File: config.mk
export PLATFORM = sky130hd
export DESIGN_NAME = updown_count_decoder
export DESIGN_NICKNAME = d
export VERILOG_FILES = /design/src/rtl/updown_count_decoder.sv
export SDC_FILE = /design/constraint.sdc
export NUM_CORES = 1
export LEC_CHECK = 0
export ABC_AREA = 1
export CORE_MARGIN = 3
export CORE_UTILIZATION = 41
export CTS_CLUSTER_DIAMETER = 100
export DETAILED_ROUTE_END_ITERATION = 10
export PLACE_DENSITY = 0.69
export SLEW_MARGIN = 20
export SYNTH_ARGS = -nofsm -noshare
export SYNTH_HDL_FRONTEND = slang
export SYNTH_SLANG_ARGS = --single-unit
File: constraint.sdc
create_clock -name clk -period 2.77 [get_ports clk]
set_clock_uncertainty 0.15 [all_clocks]
set_input_delay 0.554 -clock clk [delete_from_list [all_inputs] [get_ports clk]]
set_output_delay 0.554 -clock clk [all_outputs]
set_load 0.02 [all_outputs]
File: src/rtl/updown_count_decoder.sv
// rtl/updown_count_decoder.sv - decodes 2-bit up/down counter transitions into steps, position and faults
module updown_count_decoder #(
  parameter int POS_W     = 8,
  parameter int ERR_LIMIT = 3
) (
  input  logic             clk,
  input  logic             rst,
  input  logic             en,
  input  logic             clr,
  input  logic [1:0]       cnt_in,
  output logic             step,
  output logic             dir,
  output logic [POS_W-1:0] pos,
  output logic             locked,
  output logic             err,
  output logic [3:0]       err_cnt,
  output logic             fault
);

  typedef enum logic [1:0] {ACQUIRE, TRACK, FAULT} state_t;

  state_t     state;
  logic [1:0] prev;
  logic [3:0] consec;
  logic [1:0] delta;

  // Modulo-4 distance from the previous sample; 2 means a skipped count.
  assign delta = cnt_in - prev;

  always_ff @(posedge clk) begin
    if (rst || clr) begin
      state   <= ACQUIRE;
      prev    <= 2'd0;
      consec  <= 4'd0;
      step    <= 1'b0;
      dir     <= 1'b1;
      pos     <= '0;
      locked  <= 1'b0;
      err     <= 1'b0;
      err_cnt <= 4'd0;
      fault   <= 1'b0;
    end else begin
      step <= 1'b0;
      err  <= 1'b0;
      if (en) begin
        case (state)
          ACQUIRE: begin
            prev   <= cnt_in;
            state  <= TRACK;
            locked <= 1'b1;
          end
          TRACK: begin
            prev <= cnt_in;
            case (delta)
              2'd1: begin
                step   <= 1'b1;
                dir    <= 1'b1;
                pos    <= pos + 1'b1;
                consec <= 4'd0;
              end
              2'd3: begin
                step   <= 1'b1;
                dir    <= 1'b0;
                pos    <= pos - 1'b1;
                consec <= 4'd0;
              end
              2'd2: begin
                err    <= 1'b1;
                consec <= consec + 4'd1;
                if (err_cnt != 4'd15) err_cnt <= err_cnt + 4'd1;
                if (consec + 4'd1 == 4'(ERR_LIMIT)) begin
                  state  <= FAULT;
                  locked <= 1'b0;
                  fault  <= 1'b1;
                end
              end
              default: ;
            endcase
          end
          FAULT:   ;
          default: state <= ACQUIRE;
        endcase
      end
    end
  end

endmodule

# --- Word level (Yosys, flattened, before mapping) ---
# Index checks and enable logic that the tools add are counted.
totals:
  regBits: 25
  output_inout_bits: 17
classes:
  addsub: 5
  eq_ne: 9
  mux: 11
  n_bitwise: 3
  n_reduce_logical: 15
op_table:
  columns: ["op", "n"]
  rows:
  - ["$pmux 8 s2", 1]
  - ["$reduce_and 4->1", 4]
  - ["$add 4x1->4 const B", 2]
  - ["$add 8x1->8 const B", 1]
  - ["$pmux 4 s2", 1]
  - ["$sub 8x1->8 const B", 1]
  - ["$eq 2x2->1 const B", 3]
  - ["$pmux 2 s3", 1]
  - ["$reduce_and 3->1", 2]
  - ["$reduce_bool 2->1", 3]
  - ["$eq 2x1->1 const B", 2]
  - ["$eq 4x2->1 const B", 1]
  - ["$mux 1", 4]
  - ["$mux 2", 2]
  - ["$ne 2x2->1 const B", 2]
  - ["$ne 4x4->1 const B", 1]
  - ["$pmux 1 s2", 2]
  - ["$reduce_or 2->1", 2]
  - ["$not 1->1", 3]
  - ["$reduce_or 3->1", 1]
  - ["$logic_not 2->1", 1]
  - ["$reduce_and 2->1", 1]
  - ["$sub 2x2->2", 1]
  - ["$logic_or 1x1->1", 1]

# --- Longest topological paths before layout ---
depth:
  depth_word: 5
  mapped_depth: 17
  mapped_depth_nobuf: 17

# --- Worst setup path after synthesis ---
# OpenSTA, ideal clock, no wires.
synth_path:
  path_type: "input -> register"
  start: "input port cnt_in[0]"
  end: "register pos[4]"
  setup_time_ns: 0.113
  arrival_time_ns: 2.032
  path_slack_ns: 0.475
  stages: 16
  n_path_buf: 0
  path_cell_list: "inv_1 > ha_1 > clkinv_1 > nand3_4 > nand2_1 > nand2_1 > inv_1 > ha_1 > inv_1 > nand2_1 > nand2_1 > nand2_1 > nand2_1 > nand2_1 > o21ai_1 > inv_1"
synth_between:
  elab_chain_cells: 4
  word_cells_on_any_way: 6
  cone_classes: "add/sub (1); eq/ne (2); mux (1); reduce/logical (2)"
synth_rtl:
  columns: ["element", "line_no", "text"]
  rows:
  - ["from (decl)", "10", "input logic [1:0] cnt_in,"]
  - ["$sub 2x2->2 (*)", "28", "assign delta = cnt_in - prev;"]
  - ["$eq 2x2->1 or $eq 2x1->1 (tied branches)", "54", "case (delta)"]
  - ["$reduce_bool 2->1 (no source line)", null, null]
  - ["$reduce_and 3->1 (no source line)", null, null]
  - ["to (signal assigned)", "58", "pos <= pos + 1'b1;"]
  - ["to (signal assigned)", "64", "pos <= pos - 1'b1;"]
  - ["to (decl)", "13", "output logic [POS_W-1:0] pos,"]
# Every way passes the cells marked *; elsewhere a longest branch is shown, timed or not.
# A chain may end at the register's enable or synchronous reset.

# --- Worst setup path in the final report ---
# Same ends and word-level chain as after synthesis.

==> flow_metrics.tcl <==
set metrics [dict create \
    status "completed" \
    wl_per_cell_um 10.6 \
    clock-root-buffer "clkbuf_4" \
    power_density_nw_per_um2 371 \
    max-cap-violations 0 \
    n_fill_cell 338 \
    wl_um 2980 \
    cts_tree "done" \
    cts_resized 0 \
    power_leakage_nw 0.754 \
    required_ns 2.87 \
    antenna_left 0 \
    yosysSeqAreaShare 0.350 \
    syn_inst 210 \
    seqCellArea_sq_um 500 \
    slew_violations 0 \
    path_max_fanout 4 \
    synthesis.nets 221 \
    syn_to_final_growth_pct 23.2 \
    hold_buffers 0 \
    synth_area_sq_um 1430 \
    nets 250 \
    cp.arrival_ns 2.48 \
    vias 1370 \
    rows 20 \
    cts_setup_buffers 0 \
    hold_path_class "reg -> reg" \
    worstMarginPinSlew_ns 0.497 \
    drt_iter0_markers 65 \
    yosys.cell_types.count 30 \
    setup_viol_count_final 0 \
    syn_avg_cell_area_sq_um 6.81 \
    finalCritPeriodShare 0.862 \
    multiInputGateArea_sq_um 771 \
    insertion_delay_ns 0.33 \
    initial_core_util 0.450 \
    critPathMaxStageDelay_ns 0.45 \
    numCtsBuffers 3 \
    cts_sinks 25 \
    fp.dieW_um 65.1 \
    drc 0 \
    worstHoldPathCells 2 \
    dp_slack_ns 0.0323 \
    worst_slack_ns 0.383 \
    yosysWarnings 0 \
    grt_pass1_vias 1299 \
    io_pins 23 \
    slowest_stage "clkdlybuf4s50_1" \
    maxSlewHeadroom 0.667 \
    path_clk_slew_ns 0.15 \
    finalHoldViolations 0 \
    crit_path_end_kind "flip-flop" \
    rr_worst_depth 15 \
    synth_edf_count 0 \
    grt_usage 0.161 \
    fmax_ghz 0.419 \
    crit_path_start_kind "input pin" \
    final_common_cell "nand2_1" \
    die_area_sq_um 4230 \
    layout.cells.non_filler 282 \
    setup_tns_ns 0 \
    gr-total-overflow 0 \
    port_buffers 22 \
    routed_via_density 4.86 \
    cp.depth 17 \
    crit_type "in -> reg" \
    firstDrtPassIters 4 \
    crit_buf_inv 6 \
    cp_top_family "buffers and inverters" \
    grt_antenna_before_repair 0 \
    ys.flop_type "dfxtp_1" \
    design.core.area_sq_um 3180 \
    die_y_um 65.1 \
    synth_seq_cells 25 \
    cts_buffer_depth 2 \
    rsz0062_at_grt "no" \
    grt_pass1_wl_um 5460 \
    diodes 0 \
    async_flop_share 0 \
    grt_max_degree 17 \
    cts_max_level 1 \
    peakVddDrop_mv 0.369 \
    placed_cells 278 \
    path_cells "clkdlybuf4s50_1, inv_1, ha_1, clkinv_1, nand3_4, nand2_1, nand2_1, inv_1, ha_1, inv_1, nand2_1, nand2_1, nand2_1, nand2_1, nand2_1, o21ai_1, inv_1" \
    dpl.hpwl_um 2290 \
    finalCriticalPeriod_ns 2.39 \
    routabilityCongestion 0.892 \
    layout_common_cells "nand2_1 (38), inv_1 (35), dfxtp_1 (25), clkdlybuf4s50_1 (22)" \
    cpMostUsedCell "nand2_1" \
    drive_gt1_frac 0.0966 \
]
-- logic make-up (layout without fill, tap and decap cells) --
logic type | after synthesis | count (layout) | share of synthesized area
and+or+nand+nor | 90 | 90 | 0.296
AOI/OAI and AO/OA | 43 | 43 | 0.169
buffers and inverters | 42 | 70 | 0.111
DFF | 25 | 25 | 0.350
adders and majority gates | 5 | 5 | 0.0437
xor gates and xnor gates | 5 | 5 | 0.0306
-- worst paths after layout --
path	from	endpoint	slack, ns
worst max register to register	prev[0]	pos[4]	0.77
worst max-delay path	cnt_in[0]	pos[4]	0.38
worst min register to register	fault	fault	0.33
worst min-delay path	fault	fault	0.33
-- per-layer routing --
metal / routed length [um] / GRT usage / part of all wire / up-vias
met2: 1370 / 0.275 / 0.46 / 28
met5: 0 / 0 / 0 / -
met1: 1480 / 0.204 / 0.50 / 606
li1: - / - / - / 734
met3: 113 / 0.0416 / 0.038 / 2
met4: 17 / 0.0311 / 0.0057 / 0
-- worst min-delay path: stages (launching register included) --
cell and delay (ns):
dfxtp_1 0.34, inv_1 0.05, a21oi_1 0.05
-- per-stage QoR --
stage	hold WS [ns]	util	power, mW	area, sq um
after global routing	0.346	0.554	0.690	1760
after CTS	0.330	0.554	0.664	1760
after detailed placement	0.302	0.544	0.480	1730
after floorplan	0.306	-	0.447	1430
after global placement	0.296	0.544	0.479	1730
final	0.327	0.554	0.654	1760
-- power breakdown --
group          internal, mW  switching [mW]
registers             0.364         0.00371
logic                0.0396          0.0644
clock network        0.0590           0.123
total                 0.463           0.191
-- flip-flops by register name (all words and copies together), names as in the netlist --
name	cells
pos	8
consec	4
err_cnt	4
prev	2
state	2
dir	1
err	1
fault	1
locked	1
step	1
-- cells in the mapped netlist (3+ instances only) --
cell type / number / area share
xnor2_1: 3 / 0.018
nor3_1: 3 / 0.010
nand2_1: 38 / 0.10
nand2_2: 4 / 0.017
inv_1: 35 / 0.092
nor2_1: 19 / 0.050
nand4_1: 7 / 0.031
nand3_1: 12 / 0.042
o21ai_0: 15 / 0.052
dfxtp_1: 25 / 0.35
a21oi_1: 19 / 0.066
ha_1: 5 / 0.044
-- final cells by class --
cell class	instances	area share
inverters	39	0.0831
flip-flops and latches	25	0.284
well taps	44	0.0312
multi-input cells	143	0.437
repair buffers	27	0.146
clock inverters	1	0.00497
clock buffers	3	0.0128
Power figures use the tool's default switching activity.
